$ cat src/rtl/pipa_counter_sequencer.sv
// rtl/pipa_counter_sequencer.sv - PIPA pulse accumulator and counter-cycle request sequencer
module pipa_counter_sequencer #(
  parameter int PEND_W = 4
) (
  input  logic              clk,
  input  logic              rst,
  input  logic              PIPSAM,
  input  logic              PIPAXp_,
  input  logic              PIPAXm_,
  input  logic              PIPAYp_,
  input  logic              PIPAYm_,
  input  logic              PIPAZp_,
  input  logic              PIPAZm_,
  input  logic              CTRACK,
  input  logic              FLCLR,
  output logic              CTRREQ,
  output logic [1:0]        CTRADR,
  output logic              PINC,
  output logic              MINC,
  output logic              PIPAFL,
  output logic              PENDOV,
  output logic [PEND_W-1:0] PENDX,
  output logic [PEND_W-1:0] PENDY,
  output logic [PEND_W-1:0] PENDZ
);

  typedef enum logic [1:0] {
    S_IDLE = 2'd0,
    S_REQ  = 2'd1,
    S_GAP  = 2'd2
  } state_t;

  // Two guard bits hold old + sample - ack before clamping.
  localparam int SW = PEND_W + 2;
  localparam logic signed [SW-1:0] SUM_MAX = {3'b000, {(PEND_W-1){1'b1}}};
  localparam logic signed [SW-1:0] SUM_MIN = {3'b111, {(PEND_W-1){1'b0}}};
  localparam logic signed [SW-1:0] SUM_ONE = {{(SW-1){1'b0}}, 1'b1};

  state_t            state_q, state_d;
  logic [1:0]        adr_q, adr_d;
  logic              pinc_q, pinc_d;
  logic [PEND_W-1:0] pend_q [3];
  logic [PEND_W-1:0] pend_d [3];
  logic [2:0]        sat;
  logic [2:0]        p_line, m_line;
  logic              pair_fail;
  logic              pipafl_q, pendov_q;

  assign p_line    = {PIPAZp_, PIPAYp_, PIPAXp_};
  assign m_line    = {PIPAZm_, PIPAYm_, PIPAXm_};
  assign pair_fail = PIPSAM & (|(~p_line & ~m_line));

  // Per-axis pending arithmetic: add the sampled pulse, remove the serviced increment, clamp.
  always_comb begin
    logic signed [SW-1:0] sum;
    logic signed [SW-1:0] sdel;
    logic signed [SW-1:0] adel;
    sat    = '0;
    pend_d = '{default: '0};
    sum    = '0;
    sdel   = '0;
    adel   = '0;
    for (int i = 0; i < 3; i++) begin
      sdel = '0;
      adel = '0;
      if (PIPSAM) begin
        if (!p_line[i] && m_line[i]) begin
          sdel = SUM_ONE;
        end else if (p_line[i] && !m_line[i]) begin
          sdel = '1;
        end
      end
      if (state_q == S_REQ && CTRACK && adr_q == 2'(i)) begin
        adel = pinc_q ? SUM_ONE : '1;
      end
      sum = {{2{pend_q[i][PEND_W-1]}}, pend_q[i]} + sdel - adel;
      pend_d[i] = sum[PEND_W-1:0];
      if (sum > SUM_MAX) begin
        pend_d[i] = SUM_MAX[PEND_W-1:0];
        sat[i]    = 1'b1;
      end else if (sum < SUM_MIN) begin
        pend_d[i] = SUM_MIN[PEND_W-1:0];
        sat[i]    = 1'b1;
      end
    end
  end

  // Request sequencing: fixed X>Y>Z pick from registered counts, hold until ack, one idle gap.
  always_comb begin
    state_d = state_q;
    adr_d   = adr_q;
    pinc_d  = pinc_q;
    case (state_q)
      S_IDLE: begin
        if (pend_q[0] != '0) begin
          adr_d   = 2'd0;
          pinc_d  = ~pend_q[0][PEND_W-1];
          state_d = S_REQ;
        end else if (pend_q[1] != '0) begin
          adr_d   = 2'd1;
          pinc_d  = ~pend_q[1][PEND_W-1];
          state_d = S_REQ;
        end else if (pend_q[2] != '0) begin
          adr_d   = 2'd2;
          pinc_d  = ~pend_q[2][PEND_W-1];
          state_d = S_REQ;
        end
      end
      S_REQ: begin
        if (CTRACK) begin
          state_d = S_GAP;
        end
      end
      S_GAP: begin
        state_d = S_IDLE;
      end
      default: begin
        state_d = S_IDLE;
      end
    endcase
  end

  // State, latched request, pending counts and sticky flags; a flag set beats a same-cycle clear.
  always_ff @(posedge clk) begin
    if (rst) begin
      state_q  <= S_IDLE;
      adr_q    <= 2'd0;
      pinc_q   <= 1'b0;
      pend_q   <= '{default: '0};
      pipafl_q <= 1'b0;
      pendov_q <= 1'b0;
    end else begin
      state_q  <= state_d;
      adr_q    <= adr_d;
      pinc_q   <= pinc_d;
      pend_q   <= pend_d;
      pipafl_q <= pair_fail | (pipafl_q & ~FLCLR);
      pendov_q <= (|sat) | (pendov_q & ~FLCLR);
    end
  end

  assign CTRREQ = (state_q == S_REQ);
  assign CTRADR = adr_q;
  assign PINC   = CTRREQ & pinc_q;
  assign MINC   = CTRREQ & ~pinc_q;
  assign PIPAFL = pipafl_q;
  assign PENDOV = pendov_q;
  assign PENDX  = pend_q[0];
  assign PENDY  = pend_q[1];
  assign PENDZ  = pend_q[2];

endmodule

$ cat config.mk
export PLATFORM = sky130hd
export DESIGN_NAME = pipa_counter_sequencer
export DESIGN_NICKNAME = d
export VERILOG_FILES = /design/src/rtl/pipa_counter_sequencer.sv
export SDC_FILE = /design/constraint.sdc
export NUM_CORES = 1
export LEC_CHECK = 0
export CAP_MARGIN = 20
export CORE_ASPECT_RATIO = 0.75
export CORE_MARGIN = 4
export CORE_UTILIZATION = 55
export DETAILED_ROUTE_END_ITERATION = 16
export PLACE_DENSITY = 0.81
export SLEW_MARGIN = 20
export SYNTH_ARGS = -nofsm -noshare
export SYNTH_HDL_FRONTEND = slang
export SYNTH_SLANG_ARGS = --single-unit
$ cat constraint.sdc
create_clock -name clk -period 3.95 [get_ports clk]
set_clock_uncertainty 0.05 [all_clocks]
set_input_delay 0.79 -clock clk [delete_from_list [all_inputs] [get_ports clk]]
set_output_delay 0.79 -clock clk [all_outputs]
set_load 0.05 [all_outputs]
# Word-level counts from Yosys, hierarchy flattened
# Cells that the tools add are included.
# Widths: inputs -> output; s select.
# classes
n_addsub,6
order_cmp,6
eq_ne,5
n_mux,36
n_bitwise,15
reduce_logical,29
# ops
op,n
$mux 6,13
$add 6x6->6,3
$gt 6x4->1 const B,3
$lt 6x4->1 const B,3
$sub 6x6->6,3
$mux 2,7
$mux 4,3
$reduce_bool 4->1,3
$logic_and 1x1->1,10
$mux 1,9
$mux 3,3
$logic_not 1->1,6
$not 3->3,2
$reduce_or 2->1,3
$reduce_or 3->1,2
$and 1x1->1,5
$not 1->1,5
$eq 2x1->1 const B,2
$logic_not 2->1,2
$ne 4x4->1 const B,1
$pmux 2 s2,1
$reduce_and 2->1,2
$and 3x3->3,1
$reduce_bool 3->1,1
3 further kinds,4
# word_totals
reg_bits,19
inputBits,11
output_inout_bits,19
wordCells,108

# Logic depth before layout (Yosys ltp)
# Gate-level depths: netlist (run 1).
# depth
depth_word,12
mapped_depth,15
mapped_depth_nobuf,14

# Worst setup path before layout (run 1)
# OpenSTA, ideal clock, no wires.
# synth_path
kind,register to register
startpoint,reg state_q[0]
endpoint,"reg pendov_q, in the netlist PENDOV"
setup_time_ns,0.081
arrival_ns,3.836
required_ns,3.819
slack_ns,-0.017
stages_incl_launch_ff,14
path_cell_list,dfxtp_1 nor2b_1 nand2_1 nor3_1 nand2_1 fa_1 inv_1 fa_1 nand2b_1 a21oi_1 xor2_1 a311o_1 and3_1 a41oi_1
# synth_between
elab_chain_cells,10
word_cells_on_any_way,25
cone_classes,add/sub (3); order compare (6); eq/ne (1); mux (9); bitwise (1); reduce/logical (5)
# synth_lines
item,line_no,source
start: declaration,39,"state_t state_q, state_d;"
start signal: assignment,133,state_q <= state_d;
$eq 2x1->1 (*),-,
named net CTRREQ,16,"output logic CTRREQ,"
$logic_and 1x1->1 (*),73,if (state_q == S_REQ && CTRACK && adr_q == 2'(i)) begin
$logic_and 1x1->1,73,
$mux 6,73,
$sub 6x6->6,76,"sum = {{2{pend_q[i][PEND_W-1]}}, pend_q[i]} + sdel - adel;"
$lt 6x4->1,81,end else if (sum < SUM_MIN) begin
$mux 1,81,
$mux 1,78,if (sum > SUM_MAX) begin
$reduce_or 3->1 (*),138,pendov_q <= (|sat) | (pendov_q & ~FLCLR);
$or 1x1->1 (*),138,
end signal: assignment,138,
end: declaration,47,"logic pipafl_q, pendov_q;"
# The timed path passes the listed nets; every way through them passes the cells marked *.
# A chain may end at the register's enable or synchronous reset.

# Final worst setup path (run 1)
# layout_path
startpoint,in CTRACK
endpoint,reg pend_q (netlist bit PENDZ[1])
# layout_between
elab_chain_cells,7
word_cells_on_any_way,8
cone_classes,add/sub (1); order compare (2); mux (3); reduce/logical (2)
# layout_lines
item,line_no,source
start: declaration,14,"input logic CTRACK,"
$logic_and 1x1->1 (*) (2 in a row),73,
$mux 6 (*),73,
$sub 6x6->6 (*),76,
$lt 6x4->1,81,
$mux 4,81,
$mux 3 (*),78,
end signal: assignment,136,pend_q <= pend_d;
end: declaration,42,logic [PEND_W-1:0] pend_q [3];
# Every way passes the cells marked *; elsewhere a longest branch is shown, timed or not.

==> results of run 1 <==
[metal layers]
layer / vias to the layer above / wire length (µm) / global-route usage
li1: 943 / - / -
met3: 3 / 363 / 0.04669
met4: 0 / 33 / 0.04822
met5: - / 0 / 0
met2: 69 / 2112 / 0.3616
met1: 873 / 2362 / 0.3089
[critical path: stages]
cell and delay [ns]:
clkdlybuf4s50_1 0.48, nand2_1 0.07, nor3b_1 0.28, nand2b_1 0.14, fa_1 0.53, inv_1 0.07
fa_1 0.50, nor2b_2 0.18, o21ai_0 0.14, a22oi_2 0.15, o22ai_1 0.11, buf_4 0.15
or3_1 0.31, o21ai_0 0.07
[what timing repair did]
action / 4_1_cts / 5_1_grt
endpoints found under the setup margin: 0 / 10
setup buffers: 0 / 1
gates resized for setup: 0 / 6
[cells by family (layout without fill, tap and decap cells)]
family | after synthesis | in the layout | share of synthesized area
simple gates | 79 | 79 | 0.2049
compound gates | 55 | 55 | 0.1911
flops | 19 | 19 | 0.1911
mux | 1 | 1 | 0.005028
buf+inv | 53 | 106 | 0.1050
xor+xnor | 5 | 5 | 0.02578
fa+ha+maj | 37 | 37 | 0.2772
[metrics by stage]
step	area, µm²	std cells
6_report	2564	342
4_1_cts	2531	341
2_1_floorplan	1993	249
5_1_grt	2564	342
3_3_place_gp	2485	337
3_5_place_dp	2485	337
[final timing paths]
path	slack [ns]	cells after the start	from	to
worst min-delay path	0.45	2	PIPAFL	PIPAFL
worst max register to register	0.52	14	state_q[0]	PENDZ[1]
worst min register to register	0.45	2	PIPAFL	PIPAFL
worst max-delay path	0.13	14	CTRACK	PENDZ[1]
[state kept, by name, summed over array words and instances (netlist names)]
signal,flops
PENDY,4
PENDZ,4
CTRADR,2
PENDOV,1
pinc_q,1
state_q,2
PENDX,4
PIPAFL,1
[synth_stat cells, drive strengths merged, types with 2 or more instances]
cell type,instances,area [µm²]
nor2b,9,56.30
inv,48,180.2
fa,12,240.2
buf,3,21.27
nor3b,2,15.01
a21oi,24,123.9
nand2,12,45.04
o31a,2,17.52
nand3,5,25.02
o211ai,2,20.02
clkbuf,2,7.510
or3,3,18.77
ha,24,300.3
a311o,2,20.02
o21ai,6,30.03
nand2b,13,81.33
dfxtp,19,380.4
nor3,3,15.01
and2,3,18.77
and3,2,12.51
o21a,2,15.01
a31oi,2,12.51
xor2,2,17.52
a22oi,2,20.02
xnor2,3,33.79
o31ai,2,15.01
nor2,21,78.83
nor4,3,18.77
[cell type report]
type / instances / area (µm²) / area share
well taps: 40 / 50.05 / 0.01952
flip-flops and latches: 19 / 380.4 / 0.1484
clock inverters: 1 / 5.005 / 0.001952
repair buffers: 54 / 478.0 / 0.1864
multi-input cells: 177 / 1429 / 0.5573
clock buffers: 3 / 41.29 / 0.01611
inverters: 48 / 180.2 / 0.07028
==> key figures, run 1 <==
Global route
  • First-pass GRT wire length: 8155 µm
  • Grt total ovfl: 0
  • Initial antenna violation count: 0
  • All-Layer GR Usage: 0.2231
  • Largest net degree at the start of global routing: 22
  • Vias in the first global route: 1745

Detailed routing
  • Vias/cell: approximately 5.5
  • First DRT Iteration DRCs: 98
  • Remaining antenna violation count: 0
  • Via count: 1888
  • WL per Instance: 14.24 µm
  • Post-Route WL: slightly below 5000 µm
  • DR pass1 iterations: 6
  • Remaining DRCs: 0

Clock network
  • Total clock sinks: 19
  • Root buf cell: clkbuf_8
  • Clock tree buffer depth: 2
  • Cts hold-fix bufs: 0
  • # H-tree levels: 1
  • Worst skew pair latency: roughly 0.27 ns
  • Inserted Clock Buffers: 3
  • CTS tree: built
  • Clk slew on worst S/H paths: 0.08 ns

Synthesis
  • Post-synthesis cell type count: 49
  • Ys Warns: 0
  • Cells after Synth: about 250
  • Asr flop ratio synth: 0
  • EDFF count, synth: 0
  • #FFs+latches synth: 19
  • Synth Flop Type: dfxtp_1
  • Syn avg cell area: around 8.0 µm²
  • Syn_nets: about 300
  • Register area share after synthesis: 0.1911
  • Synthesized cell area: 1991 µm²

Timing
  • Setup-failing EPs final: 0
  • Min cycle time layout: 3.824 ns
  • RSZ-0062 raised after global routing: no
  • Tcrit/Tclk final: 0.9680
  • Final worst setup slack: ~0.13 ns
  • Final Hold Viols: 0
  • Rel. slew slack: 0.4555
  • Sum of negative setup slack: 0 ns
  • Worst slew pin tran: 0.8142 ns
  • Max-slew violation count: 0
  • Final hold slack: 0.4463 ns
  • Fmax: around 260 MHz

Finish
  • Nets@finish: 350
  • Ant diodes: 0
  • FILL cells: about 270
  • Most frequent cells in the layout: 48 x inv_1, 29 x clkdlybuf4s50_1, 25 x buf_4
  • Share of layout cells above drive strength 1: 0.1490
  • Area growth syn-to-layout: 28.79%
  • Most common cell after layout, fill and taps aside: inv_1
  • Final core occ: 0.7589

Floorplan
  • Standard-cell row count: 18
  • Starting Density: 0.5893
  • Core area: ~3400 µm²
  • Ports: 30
  • Die area: 4656 µm²
  • Vert. Die Dim: 60.10 µm
  • Die Width: 77.47 µm

Critical path
  • CP Data Required Time: 4.09 ns
  • Critical Path AT: a little under 4 ns
  • Critical Path Sink Type: flop
  • WS Path Type: input port to flop
  • Critical path peak fanout: 3
  • Startpoint Class: input port

Status
  • Run status: complete, no violations

Flow run
  • Max cap viols: 0

Placement
  • I/O Buffers: 29
  • DP Wirelength: 4023 µm
  • Final RePlAce weighted congestion: 0.9990
  • Pre-CTS setup slack: -0.2063 ns

Worst hold path
  • Min-delay worst type: flop to flop
Power of run 1 is left out: the tool's default activity adds up to more than one toggle a clock period on the data nets, which glitch-free logic cannot reach.
==> run 2, diff against run 1 <==
--- a/config.mk
+++ b/config.mk
@@ -7,9 +7,9 @@
 export LEC_CHECK = 0
 export CAP_MARGIN = 20
 export CORE_ASPECT_RATIO = 0.75
-export CORE_MARGIN = 4
 export CORE_UTILIZATION = 55
 export DETAILED_ROUTE_END_ITERATION = 16
+export GPL_ROUTABILITY_DRIVEN = 1
 export PLACE_DENSITY = 0.81
 export SLEW_MARGIN = 20
 export SYNTH_ARGS = -nofsm -noshare
==> run 2 against run 1 <==
  * Register-to-register slack worse by 0.08 ns
  * Count of clock-buffer cells in the layout did not move
  * Sequential share of layout area is 0.16 points lower
  * Highest routed layer unchanged
  * Cell area up 1.1%
  * Sequential cell count did not move
  * Via count shrank 2.9%
  * Cell count shrank 0.29%
==> key figures, run 2 (synthesis gave the netlist of run 1 again) <==
Status
  • Run status: complete, no violations

Finish
  • Area growth syn-to-layout: 30.23%
  • Cell Count, Final, Fillers Out: ~340
  • Ant diodes: 0
  • Share of layout cells above drive strength 1: 0.1661
  • Most common cell after layout, fill and taps aside: inv_1
  • Most frequent cells in the layout: 48 x inv_1, 29 x clkdlybuf4s50_1, 24 x ha_1, 24 x buf_4, 21 x a21oi_1
  • Nets@finish: 349

Timing
  • Max-slew violation count: 0
  • Final Hold Viols: 0
  • Rel. slew slack: 0.4703
  • Fmax: 257.1 MHz
  • Sum of negative setup slack: 0 ns
  • Tcrit/Tclk final: 0.9845
  • Min cycle time layout: approximately 4 ns
  • Worst slew pin tran: 0.7921 ns
  • Setup-failing EPs final: 0

Floorplan
  • Die Width: 71.47 µm
  • Starting Density: 0.5893
  • Ports: 30
  • Core area: 3378 µm²
  • Standard-cell row count: 18
  • Die area: 3867 µm²
  • Vert. Die Dim: 54.10 µm

Critical path
  • Startpoint Class: input port
  • WS Path Type: input port to flop
  • Critical Path Sink Type: flop
  • CP Data Required Time: 4.01 ns
  • Critical Path AT: 3.95 ns
  • Worst path max stage delay: 0.58 ns
  • Critical path peak fanout: 3
  • CP max stage cell: fa_1
  • Crit path buffers/inverters: 2
  • CP cell instances: clkdlybuf4s50_1 > nand2_1 > nor3_2 > nand2b_1 > fa_1 > inv_1 > fa_1 > nand2b_4 > a21oi_2 > xor2_1 > a311o_1 > and3_4 > a41oi_1
  • Top delay family on crit path: adder cells
  • Critical Path Most Common Cell: fa_1

Clock network
  • CTS tree: built
  • Cts hold-fix bufs: 0
  • # H-tree levels: 1
  • Clock tree buffer depth: 2
  • Worst skew pair latency: 0.27 ns
  • Clk slew on worst S/H paths: 0.07 ns
  • Inserted Clock Buffers: 3
  • Root buf cell: clkbuf_8
  • Total clock sinks: 19

Detailed routing
  • Remaining DRCs: 0
  • DR pass1 iterations: 4
  • First DRT Iteration DRCs: 124
  • WL per Instance: 13.67 µm
  • Post-Route WL: 4661 µm
  • Vias/cell: 5.378
  • Remaining antenna violation count: 0
  • Via count: 1834

Global route
  • Grt total ovfl: 0
  • First-pass GRT wire length: about 7600 µm
  • Largest net degree at the start of global routing: 22
  • Initial antenna violation count: 0
  • Vias in the first global route: approximately 1700
  • All-Layer GR Usage: 0.2596

Worst hold path
  • Min-delay worst type: flop to flop

Flow run
  • Max cap viols: 0

Placement
  • I/O Buffers: 29
  • DP Wirelength: approximately 3700 µm
  • Placed Cells: ~330
  • Final RePlAce weighted congestion: 0.8938
run 2: worst paths after layout:
path	from	depth (start not counted)	slack, ns	to
setup reg to reg	state_q[0]	13	0.44	PENDOV
hold reg to reg	PIPAFL	2	0.44	PIPAFL
hold / removal	PIPAFL	2	0.44	PIPAFL
setup / recovery	CTRACK	13	0.06	PENDOV
run 2: tightest hold or removal path, delay by kind of cell, from the launching register on:
| family | cells | cell delay [ns] |
|---|---|---|
| and+or+nand+nor | 1 | 0.07 |
| AOI/OAI and AO/OA | 1 | 0.05 |
| DFF | 1 | 0.33 |
run 2: metrics by stage:
step / util / cell area (µm²) / worst slack (ns) / hold WS (ns)
after floorplan: - / 1993 / 0.3336 / 0.4164
after global placement: 0.7289 / 2462 / -0.2237 / 0.4260
after detailed placement: 0.7289 / 2462 / -0.2633 / 0.4326
after CTS: 0.7426 / 2509 / 0.04306 / 0.4434
after global routing: 0.7674 / 2592 / -0.05462 / 0.4442
final: 0.7674 / 2592 / 0.06113 / 0.4407
run 2: metal layers:
metal	GRT usage	vias up	routed length [µm]	part of all wire
li1	-	932	-	-
met1	0.3501	833	2258	0.48
met2	0.4143	63	2016	0.43
met3	0.07491	6	353	0.076
met4	0.06536	0	33	0.0071
met5	0	-	0	0
run 2: what timing repair did:
item	CTS	global route
endpoints found under the setup margin	1	7
resized for setup	1	13
endpoints found under the hold margin	0	0
cloned	0	0
buffers inserted	0	3
pin swaps	0	6
run 2: cell type report:
| type | count | area, µm² |
|---|---|---|
| Clock buffer | 3 | 41.29 |
| Clock inverter | 1 | 5.005 |
| Fill cell | 250 | 785.8 |
| Inverter | 48 | 180.2 |
| Multi-Input combinational cell | 177 | 1465 |
| Sequential cell | 19 | 380.4 |
| Tap cell | 40 | 50.05 |
| Timing Repair Buffer | 53 | 470.5 |
Power of run 2 is left out for the same reason.
